`config.mk`:
```
export PLATFORM = sky130hd
export DESIGN_NAME = mem_arbiter
export DESIGN_NICKNAME = d
export VERILOG_FILES = /design/src/rtl/mem_arbiter.sv
export SDC_FILE = /design/constraint.sdc
export NUM_CORES = 1
export LEC_CHECK = 0
export CAP_MARGIN = 20
export CORE_AREA = 2 2 121 123
export DETAILED_ROUTE_END_ITERATION = 16
export DIE_AREA = 0 0 123 125
export PLACE_DENSITY = 0.5
export SYNTH_ARGS = -nofsm -noshare
export SYNTH_HDL_FRONTEND = slang
export SYNTH_SLANG_ARGS = --single-unit
```
`constraint.sdc`:
```
create_clock -name clock -period 2.4 [get_ports clock]
set_clock_uncertainty 0.1 [all_clocks]
set_input_delay 0.36 -clock clock [delete_from_list [all_inputs] [get_ports clock]]
set_output_delay 0.36 -clock clock [all_outputs]
set_load 0.01 [all_outputs]
```
`src/rtl/mem_arbiter.sv`:
```
// Two-port round-robin arbiter sharing one memory slave between the I-cache refill
// master (port 0) and the D-cache master (port 1); steers read beats back to the issuer.
module mem_arbiter #(
   parameter int ADDR_WIDTH     = 32,
   parameter int DATA_WIDTH     = 32,
   parameter int BURSTLEN_WIDTH = 2
) (
   input  logic                      clock,
   input  logic                      reset_n,
   input  logic [ADDR_WIDTH-1:0]     m0_addr,
   input  logic [BURSTLEN_WIDTH-1:0] m0_burst_len,
   input  logic                      m0_rd,
   input  logic                      m0_wr,
   input  logic [DATA_WIDTH-1:0]     m0_data_in,
   output logic                      m0_waitrequest,
   output logic [DATA_WIDTH-1:0]     m0_data_out,
   output logic                      m0_rd_valid,
   input  logic [ADDR_WIDTH-1:0]     m1_addr,
   input  logic [BURSTLEN_WIDTH-1:0] m1_burst_len,
   input  logic                      m1_rd,
   input  logic                      m1_wr,
   input  logic [DATA_WIDTH-1:0]     m1_data_in,
   output logic                      m1_waitrequest,
   output logic [DATA_WIDTH-1:0]     m1_data_out,
   output logic                      m1_rd_valid,
   output logic [ADDR_WIDTH-1:0]     s_addr,
   output logic [BURSTLEN_WIDTH-1:0] s_burst_len,
   output logic [DATA_WIDTH-1:0]     s_data_in,
   output logic                      s_rd,
   output logic                      s_wr,
   input  logic                      s_waitrequest,
   input  logic [DATA_WIDTH-1:0]     s_data_out,
   input  logic                      s_rd_valid
);

   typedef enum logic {IDLE, RD_WAIT} state_t;

   state_t                    state, state_next;
   logic                      owner, owner_next;
   logic                      last_grant, last_grant_next;
   logic [BURSTLEN_WIDTH:0]   beats_left, beats_left_next;

   logic                      req0, req1;
   logic                      grant_valid, grant_idx;
   logic                      sel_rd, sel_wr, accept;
   logic [BURSTLEN_WIDTH-1:0] sel_burst_len;

   assign req0 = m0_rd | m0_wr;
   assign req1 = m1_rd | m1_wr;

   // Grant is gated by reset_n so nothing reaches the slave while reset is held.
   always_comb begin
      grant_valid   = (state == IDLE) & (req0 | req1) & reset_n;
      grant_idx     = (req0 & req1) ? ~last_grant : req1;
      sel_rd        = grant_idx ? m1_rd : m0_rd;
      sel_wr        = grant_idx ? m1_wr : m0_wr;
      sel_burst_len = grant_idx ? m1_burst_len : m0_burst_len;
      accept        = grant_valid & ~s_waitrequest;
   end

   always_ff @(posedge clock or negedge reset_n) begin
      if (!reset_n) begin
         state      <= IDLE;
         owner      <= 1'b0;
         last_grant <= 1'b1;
         beats_left <= '0;
      end else begin
         state      <= state_next;
         owner      <= owner_next;
         last_grant <= last_grant_next;
         beats_left <= beats_left_next;
      end
   end

   always_comb begin
      state_next      = state;
      owner_next      = owner;
      last_grant_next = last_grant;
      beats_left_next = beats_left;
      case (state)
         IDLE: begin
            if (accept) begin
               last_grant_next = grant_idx;
               if (sel_rd) begin
                  owner_next      = grant_idx;
                  beats_left_next = {1'b0, sel_burst_len} + {{BURSTLEN_WIDTH{1'b0}}, 1'b1};
                  state_next      = RD_WAIT;
               end
            end
         end
         RD_WAIT: begin
            if (s_rd_valid) begin
               beats_left_next = beats_left - {{BURSTLEN_WIDTH{1'b0}}, 1'b1};
               if (beats_left == {{BURSTLEN_WIDTH{1'b0}}, 1'b1})
                  state_next = IDLE;
            end
         end
         default: state_next = IDLE;
      endcase
   end

   // A simultaneous rd+wr issues only the read; the write is dropped.
   always_comb begin
      s_addr         = grant_idx ? m1_addr : m0_addr;
      s_data_in      = grant_idx ? m1_data_in : m0_data_in;
      s_burst_len    = sel_burst_len;
      s_rd           = grant_valid & sel_rd;
      s_wr           = grant_valid & sel_wr & ~sel_rd;
      m0_waitrequest = ~(accept & ~grant_idx);
      m1_waitrequest = ~(accept & grant_idx);
      m0_data_out    = s_data_out;
      m1_data_out    = s_data_out;
      m0_rd_valid    = (state == RD_WAIT) & s_rd_valid & reset_n & ~owner;
      m1_rd_valid    = (state == RD_WAIT) & s_rd_valid & reset_n & owner;
   end

endmodule

```
# After elaboration in Yosys (flattened, before gate mapping)
# Index checks and enable logic that the tools add are counted.
# classes
n_eq_ne	4
bitwise_logic	24
muxes	15
n_reduce_logical	3
n_addsub	2
# op_table
operator	count
two-way mux 32 bit	2
AND 1 bit	13
two-way mux 3 bit	3
inverter 1 bit	8
two-way mux 1 bit	7
inequality test 2 bit (second input constant)	3
case mux 3 bit (2 select lines)	1
AND reduction 3 bit	2
adder 2 x 1 -> 3 bit (second input constant)	1
== test 3 x 1 -> 1 bit (second input constant)	1
OR 1 bit	3
subtractor 3 x 1 -> 3 bit (second input constant)	1
two-way mux 2 bit	1
case mux 1 bit (2 select lines)	1
AND reduction 2 bit	1
# totals
word_cells	52
regBits	6
input_bits	172

# Longest topological paths before layout
# depth
depth_word	8
depth_mapped	7

# Least setup slack after synthesis
# No wires, ideal clock.
# synth_path
path_type	register to register
from	register last_grant
to	register beats_left[1]
slack_ps	323
setup_time_ps	136
required_ps	2164
t_arrival_ps	1841
period_less_slack_ps	2077
stages_incl_launch_ff	8
path_cell_list	dfstp_2 -> o21ai_0 -> o21ai_1 -> buf_2 -> mux2_2 -> ha_1 -> mux2i_1 -> a31oi_1
# synth_via
elab_chain_cells	7
elab_cells_between_ends	10
cone_classes	add/sub: 1; eq/ne: 1; mux: 6; bitwise: 1; reduce/logical: 1
# synth_rtl
item	line	rtl
start: declaration	40	logic last_grant, last_grant_next;
start signal: assignment	70	last_grant <= last_grant_next;
inverter 1 bit	54	grant_idx = (req0 & req1) ? ~last_grant : req1;
two-way mux 1 bit	54	
two-way mux 2 bit	57	sel_burst_len = grant_idx ? m1_burst_len : m0_burst_len;
via s_burst_len[1]	27	output logic [BURSTLEN_WIDTH-1:0] s_burst_len,
adder 2 x 1 -> 3 bit	86	beats_left_next = {1'b0, sel_burst_len} + {{BURSTLEN_WIDTH{1'b0}}, 1'b1};
two-way mux 3 bit	84	if (sel_rd) begin
two-way mux 3 bit	82	if (accept) begin
case mux 3 bit (2 select lines)	80	case (state)
end signal: assignment	71	beats_left <= beats_left_next;
end: declaration	41	logic [BURSTLEN_WIDTH:0] beats_left, beats_left_next;
# The timed path passes the listed nets, and every way through them passes these cells. The select of a mux whose other input is x is not followed.
# A chain may end at the register's enable or synchronous reset.

# Worst setup path after layout
# layout_path
from	register last_grant
to	output s_data_in[7]
# layout_via
elab_chain_cells	3
# layout_rtl
item	line	rtl
inverter 1 bit	54	
two-way mux 1 bit	54	
two-way mux 32 bit	105	s_data_in = grant_idx ? m1_data_in : m0_data_in;
end: declaration	28	output logic [DATA_WIDTH-1:0] s_data_in,
# Every way passes these cells.

==> results <==
-- report_power, final --
part           leakage, nW  total, mW  internal [mW]  switching (mW)
logic                 1.51       1.84           1.12           0.721
registers           0.0689      0.212          0.160          0.0519
clock network       0.0382      0.281          0.221          0.0600
total                 1.61       2.33           1.50           0.833
-- cells by family after synthesis --
| kind of cell | Yosys count | share of synthesized area, % |
|---|---|---|
| flops | 6 | 8.88 |
| fa+ha+maj | 3 | 2.20 |
| buf+inv | 77 | 31.6 |
| compound gates | 12 | 4.63 |
| simple gates | 25 | 7.93 |
| mux | 68 | 44.8 |
-- cells in the mapped netlist --
| master | instances | area share [%] |
|---|---|---|
| ha_1 | 3 | 2.2 |
| nand3_1 | 3 | 0.88 |
| buf_4 | 64 | 28 |
| mux2_2 | 66 | 44 |
| and3_1 | 1 | 0.37 |
| a211o_2 | 1 | 0.59 |
| inv_1 | 6 | 1.3 |
| a31oi_1 | 1 | 0.37 |
| or4_4 | 1 | 0.66 |
| dfstp_2 | 1 | 1.5 |
| or2b_1 | 1 | 0.44 |
| o21ai_0 | 4 | 1.2 |
| and3b_1 | 1 | 0.51 |
| nor3_1 | 1 | 0.29 |
| or2_2 | 1 | 0.37 |
| o21ai_1 | 1 | 0.29 |
| nor3_2 | 1 | 0.59 |
| o211a_1 | 1 | 0.59 |
| o22ai_1 | 1 | 0.37 |
| o31ai_1 | 1 | 0.44 |
| nand4_2 | 1 | 0.73 |
| a21oi_1 | 1 | 0.29 |
| buf_2 | 7 | 2.1 |
| mux2i_1 | 2 | 1.2 |
| a311oi_1 | 1 | 0.51 |
| nor2_1 | 5 | 1.1 |
| nand2_1 | 9 | 2.0 |
| dfrtp_1 | 5 | 7.3 |
-- state kept, by name, summed over array words and instances (netlist names) --
| register | flops |
|---|---|
| beats_left | 3 |
| last_grant | 1 |
| owner | 1 |
| state | 1 |
-- what timing repair did --
item | 4_1_cts | 5_1_grt
gates resized for setup | 154 | 60
cloned | 5 | 1
pin swaps | 1 | 1
buffers inserted | 7 | 0
endpoints found under the setup margin | 71 | 64
hold buffers | 0 | 0
-- final cells by class --
class	instances	share of cell area, %
clock buffer	4	2.06
inverter	6	0.590
multi-input combinational	108	27.7
sequential	6	3.96
tap	184	6.03
timing repair buffer	235	59.7
-- stage by stage --
step                hold slack, ns  area, µm²  std cells  util (%)
finish                      0.0676       3820        543      26.9
global route                 0.104       3820        543      26.9
CTS                          0.382       3930        543      27.7
detailed placement           0.375       3660        528      25.8
global placement             0.374       3660        528      25.8
floorplan                  -0.0356       1700        191         -
-- per-layer routing --
metal,routed length (µm),global-route usage (%),up-vias
li1,-,-,942
met1,3110,11.0,917
met2,4800,20.7,183
met3,1090,3.15,7
met4,43,1.07,0
met5,0,0,-
-- how the worst max path moves through the flow --
stage / startpoint / endpoint / slack (ns) / cells past startpoint
global placement: m0_rd / s_data_in[1] / -0.40 / 7
finish: last_grant / s_data_in[7] / 0.05 / 8
detailed placement: m0_rd / s_data_in[1] / -0.38 / 7
CTS: last_grant / s_data_in[10] / -0.02 / 7
global route: last_grant / s_data_in[7] / -0.01 / 8
floorplan: last_grant / beats_left[1] / 0.32 / 7
-- critical path, stage by stage, from the launching register on --
cell,delay (ns)
dfstp_2,0.57
o21ai_4,0.08
o21ai_4,0.07
buf_12,0.13
buf_4,0.11
buf_12,0.11
buf_16,0.12
mux2_2,0.35
buf_6,0.12
==> results.yml <==
layout:
  fin_nets: 535
  multi_input_comb_area_um2: 1060
  drive_gt1_share_pct: 40.7
  sequential_cell_area_in_the_final_layout_um2: 151
  mostFrequentLayoutCell: "clkdlybuf4s50_1"
  mostFrequentLayoutCells: "clkdlybuf4s50_1 (136), mux2_2 (61), clkbuf_2 (32)"
  areaGrowthSynthToFinish_pct: 124
  antenna-diode-count: 0
  final.fill_count: 1524
pwr:
  power_per_cell_area_nw_per_um2: 610
  cellLeakagePower_nw: 1.61
  post_route_total_power_mw: 2.33
  power.ir.vdd_worst_mv: 0.169
timing:
  report.final.setup_viol: 0
  final_period_util_pct: 98.0
  fmax_mhz: 425
  slew_headroom_pct: 74.9
  fin_tns_setup_ns: 0
  unrepaired_setup_endpoints_after_global_routing: "true"
  finalCriticalPeriod_ns: 2.35
  worst_slew_pin_slew_ns: 0.374
  timing_max_transition_violations_final: 0
  report.final.hold_viol_count: 0
  setup_ws_ns: 0.0488
place:
  dp_hpwl_um: 7010
  placer_congestion_estimate: 0.784
  place_worst_setup_slack_ns: -0.384
  port_buffers: 211
global_routing:
  grt_pass1_wl_um: 12100
  grt_use_total_pct: 10.5
  antenna_found_initial: 0
  globalRoute.totalOverflow: 0
  vias_in_the_first_global_route: 2223
  largest_net_degree_at_the_start_of_global_routing: 17
drt:
  routed_via_density: 3.77
  drt_iter0_drc: 27
  dr_total_vias: 2049
  wl_per_cell_um: 16.7
  drt_wl_total_um: 9050
  drcViolationCount: 0
  dr.pass1.iters: 4
  detail-route-antenna-nets: 0
yosys:
  syn-instance-count: 191
  yosys_register_bits: 6
  yosys_synthesis_warning_count: 0
  synth.distinct_cells: 28
  syn_avg_cell_area_um2: 8.92
  synth.yosys.seq_area_share_pct: 8.88
  post_synth_instance_area_um2: 1700
  synth.net_count: 366
cts:
  clock_path_buffers: 2
  ctsHtreeMaxLevel: 1
  clkSinkCount: 6
  cts_buffers: 3
  clk-insertion-delay-late_ns: 0.23
  tritoncts: "done"
  cts-root-buf: "clkbuf_16"
  clkSlewWorstSetupHoldPaths_ns: 0.04
run_status:
  result_of_the_run: "completed"
worst_setup_path:
  crit_path_start_kind: "flop"
  reg2reg_from: "last_grant"
  r2r.worst_path.cells: 10
  cp_data_required_time_ns: 1.94
  worstSetupEndpointType: "output pin"
  timing.critical_path.arrival_ns: 1.89
  setup.worst_path.class: "reg2out"
  reg_to_reg_critical_path_endpoint: "beats_left[1]"
  timing.reg2reg.setup_slack_ns: 0.11
  worstPathMaxFanout: 5
die:
  rows: 44
  floorplan.core_area_um2: 14200
  die_y_um: 125
  floorplan.die.width_um: 123
  initial_cell_density_of_the_core_pct: 12.0
  fp.dieArea_um2: 15400
  pin_count: 308
hold_path:
  worst_hold_path_type: "in2async"
job:
  max_cap_viol_count: 0
(Power assumes the default switching activity.)
